===== config.mk =====
export PLATFORM = sky130hd
export DESIGN_NAME = rv32i_fetch_stage
export DESIGN_NICKNAME = d
export VERILOG_FILES = /design/src/rtl/rv32i_fetch_stage.sv
export SDC_FILE = /design/constraint.sdc
export NUM_CORES = 1
export LEC_CHECK = 0
export ABC_AREA = 1
export CAP_MARGIN = 40
export CELL_PAD_IN_SITES_DETAIL_PLACEMENT = 1
export CELL_PAD_IN_SITES_GLOBAL_PLACEMENT = 2
export CORE_ASPECT_RATIO = 1.25
export CORE_MARGIN = 2
export CORE_UTILIZATION = 31
export CTS_CLUSTER_DIAMETER = 80
export DETAILED_ROUTE_END_ITERATION = 8
export PLACE_DENSITY_LB_ADDON = 0.05
export SKIP_LAST_GASP = 1
export SYNTH_ARGS = -nofsm -noshare
export SYNTH_HDL_FRONTEND = slang
export SYNTH_SLANG_ARGS = --single-unit

===== constraint.sdc =====
create_clock -name clock -period 4.6 [get_ports clock]
set_input_delay 0.92 -clock clock [delete_from_list [all_inputs] [get_ports clock]]
set_output_delay 0.92 -clock clock [all_outputs]
set_load 0.05 [all_outputs]

===== src/rtl/rv32i_fetch_stage.sv =====
// ---------------------------------------------------------------------------
// rv32i_fetch_stage
//
// Instruction-fetch stage of rv32i_pipe. Owns the fetch PC, issues reads to a
// synchronous instruction memory (1-cycle read latency) and presents
// {pc, instruction} pairs to decode through a 2-entry skid buffer.
//
// Handshake (decode side): an instruction transfers on every rising clock
// edge where d_valid && d_ready are both 1. While d_valid=1 and no transfer
// happens, d_pc/d_inst hold their values. d_valid never depends on d_ready.
//
// Ports
//   clock           stage clock, all state changes on its rising edge
//   reset           synchronous, active-high reset
//   imem_en         read request this cycle
//   imem_addr       byte address of the request (always equals f_pc)
//   imem_rdata      instruction word, valid the cycle after an imem_en edge
//   redirect_valid  execute requests a PC change
//   redirect_pc     new fetch target
//   d_valid         instruction available to decode
//   d_ready         decode accepts this cycle
//   d_pc, d_inst    PC and word of the presented instruction (buffer head)
//   f_pc            current fetch PC
//   fault           sticky misaligned-fetch flag; it is the decoded FSM state
//                   (1 = HALT) and doubles as the state debug output
// ---------------------------------------------------------------------------
module rv32i_fetch_stage #(
  parameter int                XLEN     = 32,
  parameter logic [XLEN-1:0]   RESET_PC = '0
) (
  input  logic            clock,
  input  logic            reset,
  output logic            imem_en,
  output logic [XLEN-1:0] imem_addr,
  input  logic [31:0]     imem_rdata,
  input  logic            redirect_valid,
  input  logic [XLEN-1:0] redirect_pc,
  output logic            d_valid,
  input  logic            d_ready,
  output logic [XLEN-1:0] d_pc,
  output logic [31:0]     d_inst,
  output logic [XLEN-1:0] f_pc,
  output logic            fault
);

  localparam logic [0:0] S_RUN  = 1'b0;
  localparam logic [0:0] S_HALT = 1'b1;

  // FSM and fetch PC
  logic [0:0]      r_state;
  logic [XLEN-1:0] r_pc;
  logic            r_epoch;

  // Tag of the read currently in flight in the memory
  logic            r_inflight;
  logic [XLEN-1:0] r_if_pc;
  logic            r_if_epoch;

  // Two-entry circular skid buffer
  logic [XLEN-1:0] r_buf_pc   [0:1];
  logic [31:0]     r_buf_inst [0:1];
  logic            r_head;
  logic [1:0]      r_count;

  logic            w_run;
  logic            w_pop;
  logic            w_push;
  logic [2:0]      w_occ;
  logic            w_issue;
  logic            w_misalign;
  logic            w_wr_idx;

  assign w_run      = (r_state == S_RUN);
  assign w_pop      = d_valid && d_ready;
  // A response is only kept when it was fetched in the current epoch.
  assign w_push     = r_inflight && (r_if_epoch == r_epoch);
  assign w_misalign = (redirect_pc[1:0] != 2'b00);

  // Occupancy seen by the issue rule counts the slot freed by a same-cycle
  // pop, which is what allows one fetch per cycle while decode keeps up.
  // Entries plus the in-flight read never exceed 2, so the buffer cannot
  // overflow.
  assign w_occ   = {1'b0, r_count} - {2'b00, w_pop} + {2'b00, r_inflight};
  assign w_issue = !reset && w_run && !redirect_valid && (w_occ < 3'd2);

  // Tail slot: head + count (mod 2). A push with count=2 cannot occur.
  assign w_wr_idx = r_head ^ r_count[0];

  assign imem_en   = w_issue;
  assign imem_addr = r_pc;
  assign f_pc      = r_pc;
  assign d_valid   = (r_count != 2'd0);
  assign d_pc      = r_buf_pc[r_head];
  assign d_inst    = r_buf_inst[r_head];
  assign fault     = (r_state == S_HALT);

  always_ff @(posedge clock) begin
    if (reset) begin
      r_state       <= S_RUN;
      r_pc          <= RESET_PC;
      r_epoch       <= 1'b0;
      r_inflight    <= 1'b0;
      r_if_pc       <= '0;
      r_if_epoch    <= 1'b0;
      r_buf_pc[0]   <= '0;
      r_buf_pc[1]   <= '0;
      r_buf_inst[0] <= '0;
      r_buf_inst[1] <= '0;
      r_head        <= 1'b0;
      r_count       <= 2'd0;
    end else if (r_state == S_HALT) begin
      // Frozen until reset; redirects are ignored and nothing is fetched.
      r_inflight <= 1'b0;
      r_count    <= 2'd0;
    end else if (redirect_valid) begin
      // Redirect wins over any same-cycle push or pop. Toggling the epoch
      // marks any read issued before this edge as stale.
      r_pc       <= redirect_pc;
      r_epoch    <= ~r_epoch;
      r_inflight <= 1'b0;
      r_count    <= 2'd0;
      r_head     <= 1'b0;
      if (w_misalign) begin
        r_state <= S_HALT;
      end
    end else begin
      if (w_push) begin
        r_buf_pc[w_wr_idx]   <= r_if_pc;
        r_buf_inst[w_wr_idx] <= imem_rdata;
      end
      r_count    <= r_count + {1'b0, w_push} - {1'b0, w_pop};
      r_head     <= r_head ^ w_pop;
      r_inflight <= w_issue;
      if (w_issue) begin
        r_if_pc    <= r_pc;
        r_if_epoch <= r_epoch;
        r_pc       <= r_pc + XLEN'(4);
      end
    end
  end

endmodule

==> results.ini <==
[run_status]
status=finished, final reports clean

[grt]
globalRouteOverflowTotal=0
global_route.usage.total_pct=16.8
grt_first_pass_wirelength_um=41600
antenna_found_initial=0
grt_max_degree=66
first_global_vias=7637

[setup_path]
critPathTopFamily=buffers and inverters
critical_path_buffer_and_inverter_count=4
cp_num_cells=12
critPathLaunchType=input pin
timing.critical_path.mode_cell=sky130_fd_sc_hd__nand2_1
worst_ep_arrival_time_ns=2.91
crit_path_cell_trace=clkdlybuf4s50_1 > nand2_1 > inv_1 > nand2_1 > o21ai_0 > nand2_1 > fa_1 > o21ai_0 > nor2_1 > nand2_2 > inv_1 > buf_12
timing.critical_path.to=imem_en
reg2reg_slack_ns=1.92
timing_worst_setup_path_type=in -> out
worst_r2r_endpoint=f_pc[9]$_SDFFE_PP0P_
crit_path_start=d_ready
worstPathMaxFanout=3
worstSetupEndpointType=output port
regToRegStartpoint=r_count[0]$_SDFF_PP0_
peak_per_stage_delay_on_the_critical_path_ns=0.51
slowest_stage_cell_crit_path=sky130_fd_sc_hd__clkdlybuf4s50_1
reg2reg_depth=15
required_ns=3.68

[sta]
timing.clock.skew_ns=0.0160
period_share_pct=83.3
timing.final.crit_period_ns=3.83
maxSlewViolCount=0
final_hold_viols=0
grt_setup_unrepaired=no
worst_slew_margin_rel_pct=45.1
setup_viol=0
worst_pin_slew_ns=0.823
setup-tns-final_ns=0
highest_clock_rate_mhz=261
worst_hold_slack_ns=0.481

[drt]
drt_pre_antenna_iters=4
routed_wire_length_per_instance_um=16.5
antenna_violating_nets_post_route=0
wl_met3_um=827
highest-signal-layer=met4
finalWirelength_um=25700
drc=0
met2_wirelength_um=12500
route.detailed.vias_per_inst=4.54
drt_iter0_drc=324
drt-met1-wl_um=12000
dr_total_vias=7096

[finish]
post_route_cells_drive_above_1_share_pct=12.4
fillCellCount=3451
final_cell_mix=sky130_fd_sc_hd__clkdlybuf4s50_1, sky130_fd_sc_hd__nor2_1, sky130_fd_sc_hd__nand2_1, sky130_fd_sc_hd__edfxtp_1, sky130_fd_sc_hd__inv_1
finish.instance_area_mm2=0.0121
final-seq-area_mm2=0.00529
syn2layout_area_growth_pct=29.2
mostFrequentLayoutCell=sky130_fd_sc_hd__clkdlybuf4s50_1
multi_input_area_mm2=0.00323
finalNetCount=1219
insertedDiodeCount=0

[die]
die-area_mm2=0.0316
rows=71
total_i_o_pin_count=199
initial_core_util_pct=31.3
fp.dieW_um=159
core_mm2=0.0299
fp.dieH_um=198

[min_path]
hold_path.class=reg -> reg
hold_path.startpoint=r_if_pc[16]$_SDFFE_PP0P_

[power]
power_frac_seq_pct=48.7
net-switching-power_mw=1.19
clockPowerShare_pct=34.8
ir_drop_mv=0.208
cell_internal_pwr_mw=3.03
cellPowerDensity_mw_per_mm2=348
combPwrFrac_pct=16.4
p_leak_nw=4.39
switching_share_pct=28.2

[synthesis]
number_of_enable_flip_flop_cells_after_synthesis=128
ys_ff_latch=200
synth.avg_cell_area_um2=9.37
share_of_the_yosys_chip_area_belonging_to_registers_pct=56.4
dominantRegCellSynth=sky130_fd_sc_hd__edfxtp_1
netlist_instances=1000
netlist-cell-type-count=31
async_reset_ff_share_pct=0
yosys_warns=0
postSynthNetCount=1071
mappedNetlistArea_mm2=0.00937

[place]
io_buffer_count=198
place.detailed.hpwl_um=17100
placed_cell_area_mm2=0.0115
gp_routability_congestion=0.765

[clock_network]
worstSkewPairLatency_ns=0.44
cts.reportedPaths.clkPinSlew_ns=0.07
tritoncts_clock_tree=done
clock_tree.htree_level_count=4
cts_inserted_buffers=17
cts_resized=0
clkSinkCount=200
root_buffer=sky130_fd_sc_hd__clkbuf_16
max-clock-path-buffers=2
post_cts_buffers=0
post_cts_hold_buffer_count=0

[run]
max-cap-violations=0

## how the worst min path moves through the flow
stage,cells past startpoint,endpoint,slack [ns]
4_1_cts,2,r_if_pc[16]$_SDFFE_PP0P_,0.48
2_1_floorplan,2,r_if_pc[0]$_SDFFE_PP0P_,0.45
6_report,2,r_if_pc[16]$_SDFFE_PP0P_,0.48
3_3_place_gp,2,r_if_pc[16]$_SDFFE_PP0P_,0.46
3_5_place_dp,2,r_if_pc[16]$_SDFFE_PP0P_,0.47
5_1_grt,2,r_if_pc[17]$_SDFFE_PP0P_,0.51
## power groups by stage
stage	Sequential, mW	Combinational [mW]	Clock (mW)
detailed placement	2.10	0.702	0
CTS	2.06	0.705	1.51
floorplan	2.14	0.406	0
finish	2.05	0.693	1.47
global placement	2.10	0.691	0
global route	2.07	0.746	1.57
## flip-flops by register name (all words and copies together) (netlist names), named ones only
name and flops:
r_head 1, r_epoch 1, r_if_pc 32, r_count 2, fault 1, f_pc 32, r_buf_pc 64, r_inflight 1
r_if_epoch 1, r_buf_inst 64
## per-layer routing
layer	GRT usage (%)	vias up
met4	4.88	0
li1	-	3532
met3	3.14	24
met5	0	-
met1	21.2	3387
met2	29.2	153
## Yosys cell counts (3+ instances only)
cell | count | area [um2]
sky130_fd_sc_hd__mux2_2 | 64 | 721
sky130_fd_sc_hd__dfxtp_1 | 72 | 1440
sky130_fd_sc_hd__edfxtp_1 | 128 | 3840
sky130_fd_sc_hd__xnor2_1 | 3 | 26.3
sky130_fd_sc_hd__nand3_1 | 33 | 165
sky130_fd_sc_hd__buf_4 | 35 | 263
sky130_fd_sc_hd__o31ai_1 | 3 | 22.5
sky130_fd_sc_hd__buf_6 | 3 | 33.8
sky130_fd_sc_hd__a21oi_1 | 51 | 255
sky130_fd_sc_hd__buf_2 | 24 | 120
sky130_fd_sc_hd__nor2_2 | 15 | 93.8
sky130_fd_sc_hd__nand2_1 | 160 | 601
sky130_fd_sc_hd__clkbuf_1 | 17 | 63.8
sky130_fd_sc_hd__inv_2 | 5 | 18.8
sky130_fd_sc_hd__a21oi_2 | 12 | 105
sky130_fd_sc_hd__nor3_1 | 3 | 15.0
sky130_fd_sc_hd__inv_1 | 99 | 372
sky130_fd_sc_hd__nor2_1 | 191 | 717
sky130_fd_sc_hd__o21ai_0 | 61 | 305
sky130_fd_sc_hd__a31oi_1 | 4 | 25.0
## kinds of logic (layout without fill, tap and decap cells)
family,count (synthesis),in the layout,share of synthesized area [%]
muxes,64,64,7.69
AOI/OAI and AO/OA,133,133,7.77
xor gates and xnor gates,5,5,0.468
adders and majority gates,3,3,0.481
DFF,200,200,56.4
and+or+nand+nor,411,411,17.8
buffers and inverters,184,345,9.39
## worst reg2reg max path, cell delays in order, from the launching register on
cell and delay (ns):
sky130_fd_sc_hd__dfxtp_1 0.39, sky130_fd_sc_hd__inv_1 0.10, sky130_fd_sc_hd__nand2_1 0.11, sky130_fd_sc_hd__nand2_1 0.09
sky130_fd_sc_hd__inv_1 0.08, sky130_fd_sc_hd__nand2_1 0.06, sky130_fd_sc_hd__o21ai_0 0.08, sky130_fd_sc_hd__nand2_1 0.08
sky130_fd_sc_hd__fa_1 0.37, sky130_fd_sc_hd__o21ai_0 0.19, sky130_fd_sc_hd__nor2_1 0.07, sky130_fd_sc_hd__nand2_2 0.08
sky130_fd_sc_hd__nand2_2 0.06, sky130_fd_sc_hd__inv_2 0.52, sky130_fd_sc_hd__o21ai_0 0.17, sky130_fd_sc_hd__a21oi_1 0.17
## area by class of cell
type	count	area share, %
clock inverter	13	1.09
sequential	200	43.7
multi-input combinational	616	26.7
timing repair buffer	208	17.5
tap	401	4.15
clock buffer	19	3.58
inverter	105	3.30
## stage by stage
stage               std cells  power, mW  utilization, %  worst slack, ns
floorplan                1000       2.55               -             1.08
finish                   1562       4.22            40.4            0.768
CTS                      1562       4.27            40.4            0.730
global route             1562       4.38            40.4            0.548
detailed placement       1530       2.80            38.5            0.738
global placement         1527       2.79            38.3            0.749
No activity file was read; power rests on OpenSTA's default activity.
